### src/rtl/acc_ctrl.sv
// Accumulator control stage: buffers (op, operand) instructions, drives an external ALU and
// returns each new accumulator value on a valid/ready port. Define ACC_FLAGS_EN for z/n/v flags.
module acc_ctrl #(
    parameter int FIFO_DEPTH = 4
) (
    input  logic       clk,
    input  logic       rst,
    input  logic       in_valid,
    output logic       in_ready,
    input  logic [3:0] in_op,
    input  logic [3:0] in_data,
    output logic [3:0] alu_a,
    output logic [3:0] alu_b,
    output logic [3:0] alu_op,
    input  logic [3:0] alu_out,
    output logic       res_valid,
    input  logic       res_ready,
    output logic [3:0] res_data,
    output logic       flag_z,
    output logic       flag_n,
    output logic       flag_v
);

    // state  | meaning
    // IDLE   | no instruction in flight, waiting for the FIFO to fill
    // EXEC   | ALU driven from op/data registers, acc captured at the edge
    // RESULT | res_valid high, holding acc until the consumer takes it

    localparam int PW = $clog2(FIFO_DEPTH);
    localparam int CW = PW + 1;
    localparam logic [CW-1:0] DEPTH_C = CW'(FIFO_DEPTH);

    typedef enum logic [1:0] {
        IDLE,
        EXEC,
        RESULT
    } state_t;

    state_t        state;
    logic [7:0]    mem [FIFO_DEPTH];
    logic [PW-1:0] wr_ptr;
    logic [PW-1:0] rd_ptr;
    logic [CW-1:0] count;
    logic [3:0]    acc;
    logic          push;
    logic          pop;
    logic          fifo_ne;

    assign in_ready = (count != DEPTH_C);
    assign fifo_ne  = (count != '0);
    assign push     = in_valid && in_ready;
    // Pop only from registered occupancy, so a fresh push is never bypassed.
    assign pop      = fifo_ne && ((state == IDLE) || ((state == RESULT) && res_ready));

    assign alu_b    = acc;
    assign res_data = acc;

    always_ff @(posedge clk) begin
        if (rst) begin
            wr_ptr <= '0;
            rd_ptr <= '0;
            count  <= '0;
        end else begin
            if (push) begin
                mem[wr_ptr] <= {in_op, in_data};
                wr_ptr      <= wr_ptr + 1'b1;
            end
            if (pop) begin
                rd_ptr <= rd_ptr + 1'b1;
            end
            case ({push, pop})
                2'b10:   count <= count + 1'b1;
                2'b01:   count <= count - 1'b1;
                default: count <= count;
            endcase
        end
    end

    always_ff @(posedge clk) begin
        if (rst) begin
            state     <= IDLE;
            acc       <= '0;
            alu_a     <= '0;
            alu_op    <= '0;
            res_valid <= 1'b0;
        end else begin
            case (state)
                IDLE: begin
                    if (pop) begin
                        {alu_op, alu_a} <= mem[rd_ptr];
                        state           <= EXEC;
                    end
                end
                EXEC: begin
                    acc       <= alu_out;
                    res_valid <= 1'b1;
                    state     <= RESULT;
                end
                RESULT: begin
                    if (res_ready) begin
                        res_valid <= 1'b0;
                        if (pop) begin
                            {alu_op, alu_a} <= mem[rd_ptr];
                            state           <= EXEC;
                        end else begin
                            state <= IDLE;
                        end
                    end
                end
                default: begin
                    state     <= IDLE;
                    res_valid <= 1'b0;
                end
            endcase
        end
    end

`ifdef ACC_FLAGS_EN
    logic fz;
    logic fn;
    logic fv;
    logic ovf;

    // alu_a is the operand, alu_b the accumulator: overflow is judged against acc's sign.
    always_comb begin
        ovf = 1'b0;
        case (alu_op)
            4'd0:    ovf = (alu_a[3] == alu_b[3]) && (alu_out[3] != alu_b[3]);
            4'd1:    ovf = (alu_a[3] != alu_b[3]) && (alu_out[3] != alu_b[3]);
            default: ovf = 1'b0;
        endcase
    end

    always_ff @(posedge clk) begin
        if (rst) begin
            fz <= 1'b0;
            fn <= 1'b0;
            fv <= 1'b0;
        end else if (state == EXEC) begin
            fz <= (alu_out == 4'd0);
            fn <= alu_out[3];
            fv <= ovf;
        end
    end

    assign flag_z = fz;
    assign flag_n = fn;
    assign flag_v = fv;
`else
    assign flag_z = 1'b0;
    assign flag_n = 1'b0;
    assign flag_v = 1'b0;
`endif

endmodule
### config.mk
export PLATFORM = sky130hd
export DESIGN_NAME = acc_ctrl
export DESIGN_NICKNAME = d
export VERILOG_FILES = /design/src/rtl/acc_ctrl.sv
export SDC_FILE = /design/constraint.sdc
export NUM_CORES = 1
export LEC_CHECK = 0
export BUFFER_PORTS_ARGS = -buffer_cell sky130_fd_sc_hd__buf_4
export CAP_MARGIN = 10
export CORE_MARGIN = 5
export CORE_UTILIZATION = 50
export DETAILED_ROUTE_END_ITERATION = 10
export PLACE_DENSITY_LB_ADDON = 0.12
export SLEW_MARGIN = 20
export SYNTH_ARGS = -nofsm -noshare
export SYNTH_HDL_FRONTEND = slang
export SYNTH_SLANG_ARGS = --single-unit
### constraint.sdc
create_clock -name clk -period 3.2 [get_ports clk]
set_clock_uncertainty 0.05 [all_clocks]
set_input_delay 0.16 -clock clk [delete_from_list [all_inputs] [get_ports clk]]
set_output_delay 0.16 -clock clk [all_outputs]
set_load 0.02 [all_outputs]
==> results of run 1 <==
## sequential cells by signal (all words and copies together) (netlist names), named ones only
register   count
alu_a          4
alu_b          4
alu_op         4
count          3
mem           32
rd_ptr         2
res_valid      1
state          2
wr_ptr         2
## kinds of logic (layout without fill, tap and decap cells)
| kind of cell | Yosys count | in the layout | share of synthesized area (%) |
|---|---|---|---|
| flops | 56 | 56 | 64.18 |
| simple gates | 38 | 38 | 10.47 |
| compound gates | 18 | 18 | 5.460 |
| buf+inv | 17 | 53 | 4.512 |
| mux | 14 | 14 | 10.75 |
| fa+ha+maj | 6 | 6 | 3.677 |
| xor+xnor | 2 | 2 | 0.7801 |
| other cells | 1 | 3 | 0.1670 |
## report_power, final
part / switching [mW] / internal, mW / leakage (nW) / total (mW)
Clock: 0.209 / 0.232 / 0.0552 / 0.442
Sequential: 0.111 / 0.887 / 0.487 / 0.998
Combinational: 0.331 / 0.304 / 0.441 / 0.635
## cells in the final DEF (no fill, tap or decap), types with 5 or more instances in the layout
cell           netlist  layout
buf_4                7      33
mux4_2               8       8
edfxtp_1            32      32
mux2i_1              5       5
clkbuf_8             0       5
nand2b_1             8       8
a21oi_1              6       6
nor2_1              10      10
dfxtp_1             24      24
ha_1                 5       5
dlygate4sd3_1        0       8
o2bb2ai_1            8       8
## how the worst max path moves through the flow
stage | depth (start not counted) | slack (ns) | end
2_1_floorplan | 7 | 1.07 | count[2]
3_5_place_dp | 7 | 0.85 | count[2]
5_1_grt | 7 | 0.64 | count[2]
3_3_place_gp | 7 | 0.96 | count[2]
6_report | 7 | 0.85 | count[2]
4_1_cts | 7 | 0.82 | count[2]
## layer usage
layer | vias up | GRT usage (%) | routed length, um
met2 | 33 | 24.70 | 2086
met3 | 4 | 5.269 | 261
met5 | - | 0 | 0
li1 | 618 | - | -
met4 | 0 | 5.842 | 59
met1 | 622 | 16.27 | 1506
## worst max-delay path, cell delays in order, from the launching register on
cell     delay (ns)
dfxtp_1        0.36
nor3_2         0.41
nor3_2         0.20
ha_1           0.26
fa_1           0.38
xnor2_1        0.14
or3_1          0.32
a21oi_1        0.14
## area by class of cell
cell class | instances | area share (%)
clock buffer | 6 | 2.720
multi-input combinational | 81 | 26.64
timing repair buffer | 41 | 12.29
inverter | 4 | 0.5629
tap | 52 | 2.439
clock inverter | 2 | 1.313
sequential | 56 | 54.03
==> metrics.csv, run 1 <==
stage,metric,value,unit
final_layout,areaGrowthSynthToFinish,18.77,%
route,viasPerCell,5.277,
placed_design,place.gp.congestion,0.7519,
timing,min_period_over_period,73.36,%
global_routing,grt_pass1_vias,1353,
final_layout,design_area,0.002668,sq mm
global_routing,grt_pass1_wl,6.534,mm
floorplan,die_w,77.02,um
logic_synthesis,ys_ff_latch,56,
power_and_ir_drop,ir_drop,392.5,uV
timing,slew_violations,0,
floorplan,core_area,0.004354,sq mm
placed_design,port_buffers,33,
timing,hold_slack,0.03623,ns
final_layout,layout-drive-gt1-share,27.37,%
min_path,hp-class,in2reg,
clock_network,cts_hold_buf,6,
power_and_ir_drop,p_leak,0.9838,nW
floorplan,placementRows,24,
timing,max_freq,426.0,MHz
final_layout,fill_cells,335,
route,drt_iter0_markers,27,
global_routing,grt_overflow,0,
setup_path,worst_ep_required_time,3.40,ns
final_layout,nNetsFinal,211,
timing,worstMarginPinSlew,0.6392,ns
clock_network,clock-root-buffer,clkbuf_8,
logic_synthesis,syn_avg_cell_area,14.78,sq um
clock_network,cts_inserted_buffers,5,
logic_synthesis,netlist_area,0.002246,sq mm
logic_synthesis,yosys.cell_count.top_type,edfxtp_1,
logic_synthesis,synth-edff-count,32,
logic_synthesis,yosys_warnings,0,
clock_network,htree_levels,2,
min_path,hold_start,alu_out[0],
setup_path,crit_path_start_kind,flop,
power_and_ir_drop,p_per_area,777.9,mW/mm^2
final_layout,final_util,61.26,%
floorplan,start_util,51.58,%
clock_network,cts_max_path_buffers,2,
logic_synthesis,ys_types,34,
min_path,min_to,alu_b[0],
clock_network,clk_latency,0.31,ns
setup_path,worstPathArrival,2.55,ns
logic_synthesis,ys_seq_area_share,64.18,%
route,firstDrtPassIters,4,
global_routing,grt_max_degree,26,
placed_design,place_inst,226,
min_path,whs_path_depth,3,
timing,final-setup-viol-count,0,
clock_network,ctsResizeCount,0,
timing,period_minus_slack,2.348,ns
logic_synthesis,synth_top_cells_by_area,"edfxtp_1, dfxtp_1, mux4_2, o2bb2ai_1, ha_1",
floorplan,die_area,0.005932,sq mm
logic_synthesis,yosysTopAreaCellShare,42.79,%
timing,rsz0062_at_grt,false,
setup_path,cp-end-kind,flop,
route,antenna_left,0,
setup_path,crit_type,reg2reg,
timing,relSlewSlack,57.16,%
route,num_vias,1277,
route,wl_per_cell,16.17,um
logic_synthesis,synth_commonest_cells,"edfxtp_1, dfxtp_1, nor2_1",
clock_network,cts_tree,yes,
final_layout,layout.area.seq,0.001441,sq mm
final_layout,fin_cells,242,
placed_design,hpwl,2.794,mm
job,drv_cap,0,
power_and_ir_drop,power,2.075,mW
setup_path,startpoint,count[1],
floorplan,chipHeight,77.02,um
placed_design,pre_cts_ws,0.8463,ns
outcome,status,"complete, no violations",
logic_synthesis,synth_top_flop_cell,edfxtp_1,
setup_path,critical_path.max_fanout,9,
final_layout,multi_input_area,710.7,sq um
floorplan,num_io_pins,37,
placed_design,dpl_cell_area,0.002480,sq mm
logic_synthesis,yosysTopAreaCell,edfxtp_1,
global_routing,grtUsageTotal,14.45,%
setup_path,r2r_start,count[1],
logic_synthesis,async_flop_share,0,%
global_routing,antenna_found_initial,0,
route,drc,0,
clock_network,post_cts_buffers,0,
logic_synthesis,netlist_instances,152,
clock_network,cts.clk_slew.worst_paths,0.10,ns
setup_path,regToRegSetupSlack,0.85,ns
setup_path,r2r-end,count[2],
clock_network,cts_sinks,56,
timing,finalSetupTns,0,ns
final_layout,diodes,0,
timing,finalWorstSetupSlack,0.8524,ns
setup_path,ff2ff_path_depth,7,
route,wirelength,3.914,mm
timing,final_hold_viol_count,0,
Note: power is estimated with default switching activity, not from simulation.
==> inputs of run 2 (changes only) <==
ABC_AREA = 1   (was not set)
clock period = 2.46 ns   (was 3.2 ns; I/O delays follow)
==> metrics.csv, run 2 <==
stage,metric,value,unit,change
setup_path,worstPathArrival,2.35,ns,-0.20 ns
clock_network,cts_tree,yes,,
placed_design,place_inst,373,,+65%
logic_synthesis,syn_avg_cell_area,8.916,sq um,-40%
power_and_ir_drop,power,3.110,mW,+50%
timing,period_minus_slack,2.197,ns,-0.1506 ns
setup_path,crit_type,reg2reg,,
route,antenna_left,0,,unchanged
timing,min_period_over_period,89.31,%,+16 points
logic_synthesis,netlist_area,0.002479,sq mm,+10%
job,drv_cap,0,,unchanged
setup_path,regToRegSetupSlack,0.26,ns,-0.59 ns
placed_design,hpwl,3.039,mm,+8.7%
setup_path,startpoint,count[0],,
floorplan,chipHeight,80.41,um,+4.4%
final_layout,largest_register_ff_count,32,,unchanged
placed_design,place.gp.congestion,0.7831,,+4.1%
route,firstDrtPassIters,4,,unchanged
logic_synthesis,yosys.cell_count.top_type,nand2_1,,
final_layout,design_area,0.002975,sq mm,+12%
setup_path,critical_path.max_fanout,5,,-4
final_layout,layout.area.seq,0.001441,sq mm,unchanged
logic_synthesis,synth_commonest_cells,"nand2_1, inv_1, nor2_1, edfxtp_1, dfxtp_1",,
logic_synthesis,ys_types,23,,-32%
timing,hold_slack,0.06498,ns,+0.02874 ns
clock_network,htree_levels,2,,unchanged
min_path,hp-class,in2reg,,
timing,final_hold_viol_count,0,,unchanged
clock_network,ctsResizeCount,0,,unchanged
timing,final-setup-viol-count,0,,unchanged
logic_synthesis,synth_top_flop_cell,edfxtp_1,,
final_layout,mostFrequentLayoutCell,nand2_1,,
global_routing,grt_max_degree,20,,-23%
timing,finalSetupTns,0,ns,unchanged
logic_synthesis,yosysTopAreaCell,edfxtp_1,,
global_routing,grtUsageTotal,15.29,%,+0.84 points
clock_network,cts_sinks,56,,unchanged
clock_network,clk_latency,0.30,ns,about the same
final_layout,layout_common_cells,"nand2_1, inv_1, buf_4",,
timing,finalWorstSetupSlack,0.2630,ns,-0.5894 ns
route,drc,0,,unchanged
logic_synthesis,synth-edff-count,32,,unchanged
logic_synthesis,yosysTopAreaCellShare,38.77,%,-4.0 points
floorplan,placementRows,25,,+4.2%
setup_path,r2r-end,count[2],,
logic_synthesis,async_flop_share,0,%,unchanged
placed_design,port_buffers,33,,unchanged
logic_synthesis,ys_ff_latch,56,,unchanged
final_layout,areaGrowthSynthToFinish,20.04,%,
setup_path,endpoint,count[2],,
logic_synthesis,netlist_instances,278,,+83%
min_path,whs_path_depth,3,,unchanged
final_layout,fin_cells,394,,+63%
route,viasPerCell,4.467,,-15%
logic_synthesis,yosys_warnings,0,,unchanged
floorplan,start_util,52.13,%,+0.55 points
timing,rsz0062_at_grt,false,,
setup_path,r2r_start,count[0],,
global_routing,grt_pass1_wl,7.479,mm,+14%
route,wl_per_cell,11.45,um,-29%
final_layout,nNetsFinal,348,,+65%
final_layout,final_util,62.58,%,+1.3 points
floorplan,num_io_pins,37,,unchanged
clock_network,cts_max_path_buffers,2,,unchanged
floorplan,die_w,80.41,um,+4.4%
route,wirelength,4.512,mm,+15%
final_layout,fill_cells,446,,+33%
logic_synthesis,synth_top_cells_by_area,"edfxtp_1, dfxtp_1, nand2_1, inv_1, nor2_1",,
final_layout,layout-drive-gt1-share,15.29,%,-12 points
setup_path,cp-end-kind,flop,,
clock_network,clock-root-buffer,clkbuf_8,,
power_and_ir_drop,ir_drop,506.8,uV,+29%
timing,max_freq,455.2,MHz,+6.9%
timing,slew_violations,0,,unchanged
clock_network,cts.clk_slew.worst_paths,0.09,ns,about the same
setup_path,crit_path_start_kind,flop,,
clock_network,cts_hold_buf,13,,+7
clock_network,post_cts_buffers,0,,unchanged
global_routing,grt_overflow,0,,unchanged
power_and_ir_drop,p_leak,1.422,nW,+44%
route,drt_iter0_markers,53,,+96%
power_and_ir_drop,p_per_area,1045,mW/mm^2,+34%
setup_path,worst_ep_required_time,2.61,ns,-0.79 ns
final_layout,multi_input_area,721.9,sq um,+1.6%
outcome,status,"complete, no violations",,
floorplan,die_area,0.006465,sq mm,+9.0%
global_routing,grt_pass1_vias,1672,,+24%
setup_path,ff2ff_path_depth,8,,+1
route,num_vias,1760,,+38%
final_layout,diodes,0,,unchanged
floorplan,core_area,0.004755,sq mm,+9.2%
final_layout,largest_register,mem,,
logic_synthesis,ys_seq_area_share,58.15,%,-6.0 points
clock_network,cts_inserted_buffers,5,,unchanged
placed_design,dpl_cell_area,0.002761,sq mm,+11%
global_routing,antenna_found_initial,0,,unchanged
placed_design,pre_cts_ws,0.3041,ns,-0.5422 ns
## run 2: cell types whose count changed after synthesis, sizes merged, moves of 5 or more
cell     previous run  this run
mux4                8         0
mux2i               5         0
nand2               1        68
nor2               10        34
o2bb2ai             8         0
inv                 4        58
nand2b              8         0
nand3               2        23
## run 2: area by class of cell
type	count	share of cell area, %
sequential	56	48.44
multi-input combinational	152	24.26
tap	67	2.817
clock inverter	2	0.3785
clock buffer	6	2.439
timing repair buffer	52	14.21
inverter	59	7.443
## run 2: worst min-delay path by stage
stage | startpoint | end | slack (ns)
final | in_valid | wr_ptr[0] | 0.06
after global routing | in_valid | wr_ptr[0] | 0.06
after CTS | in_valid | wr_ptr[0] | 0.06
after detailed placement | in_op[0] | mem[1][4] | 0.28
after global placement | in_op[0] | mem[0][4] | 0.28
after floorplan | rst | state[1] | 0.14
## run 2: cells by family (layout without fill, tap and decap cells)
group	Yosys count	count (layout)	share of synthesized area [%]
and+or+nand+nor	128	128	21.71
buffers and inverters	72	119	13.02
DFF	56	56	58.15
AOI/OAI and AO/OA	15	15	3.635
adders and majority gates	6	6	3.332
other	1	3	0.1513
## run 2: metal layers
layer  vias up  track usage (%)  share of wire (%)
li1        932                -                  -
met5         -                0                  0
met2        25            27.15                 51
met4         0            5.068                1.1
met1       799            17.77                 44
met3         4            4.036                3.7
## run 2: power by group
part | internal, mW | switching [mW]
clock network | 0.198 | 0.280
logic | 0.502 | 0.797
registers | 1.18 | 0.151
total | 1.88 | 1.23
## run 2: worst max-delay path: stages, from the launching register on
cell and delay [ns]:
dfxtp_1 0.37, clkinv_1 0.16, nand3_1 0.23, nand2_1 0.13
ha_1 0.26, fa_1 0.38, or2_2 0.30, a31oi_1 0.16
nor2_1 0.05
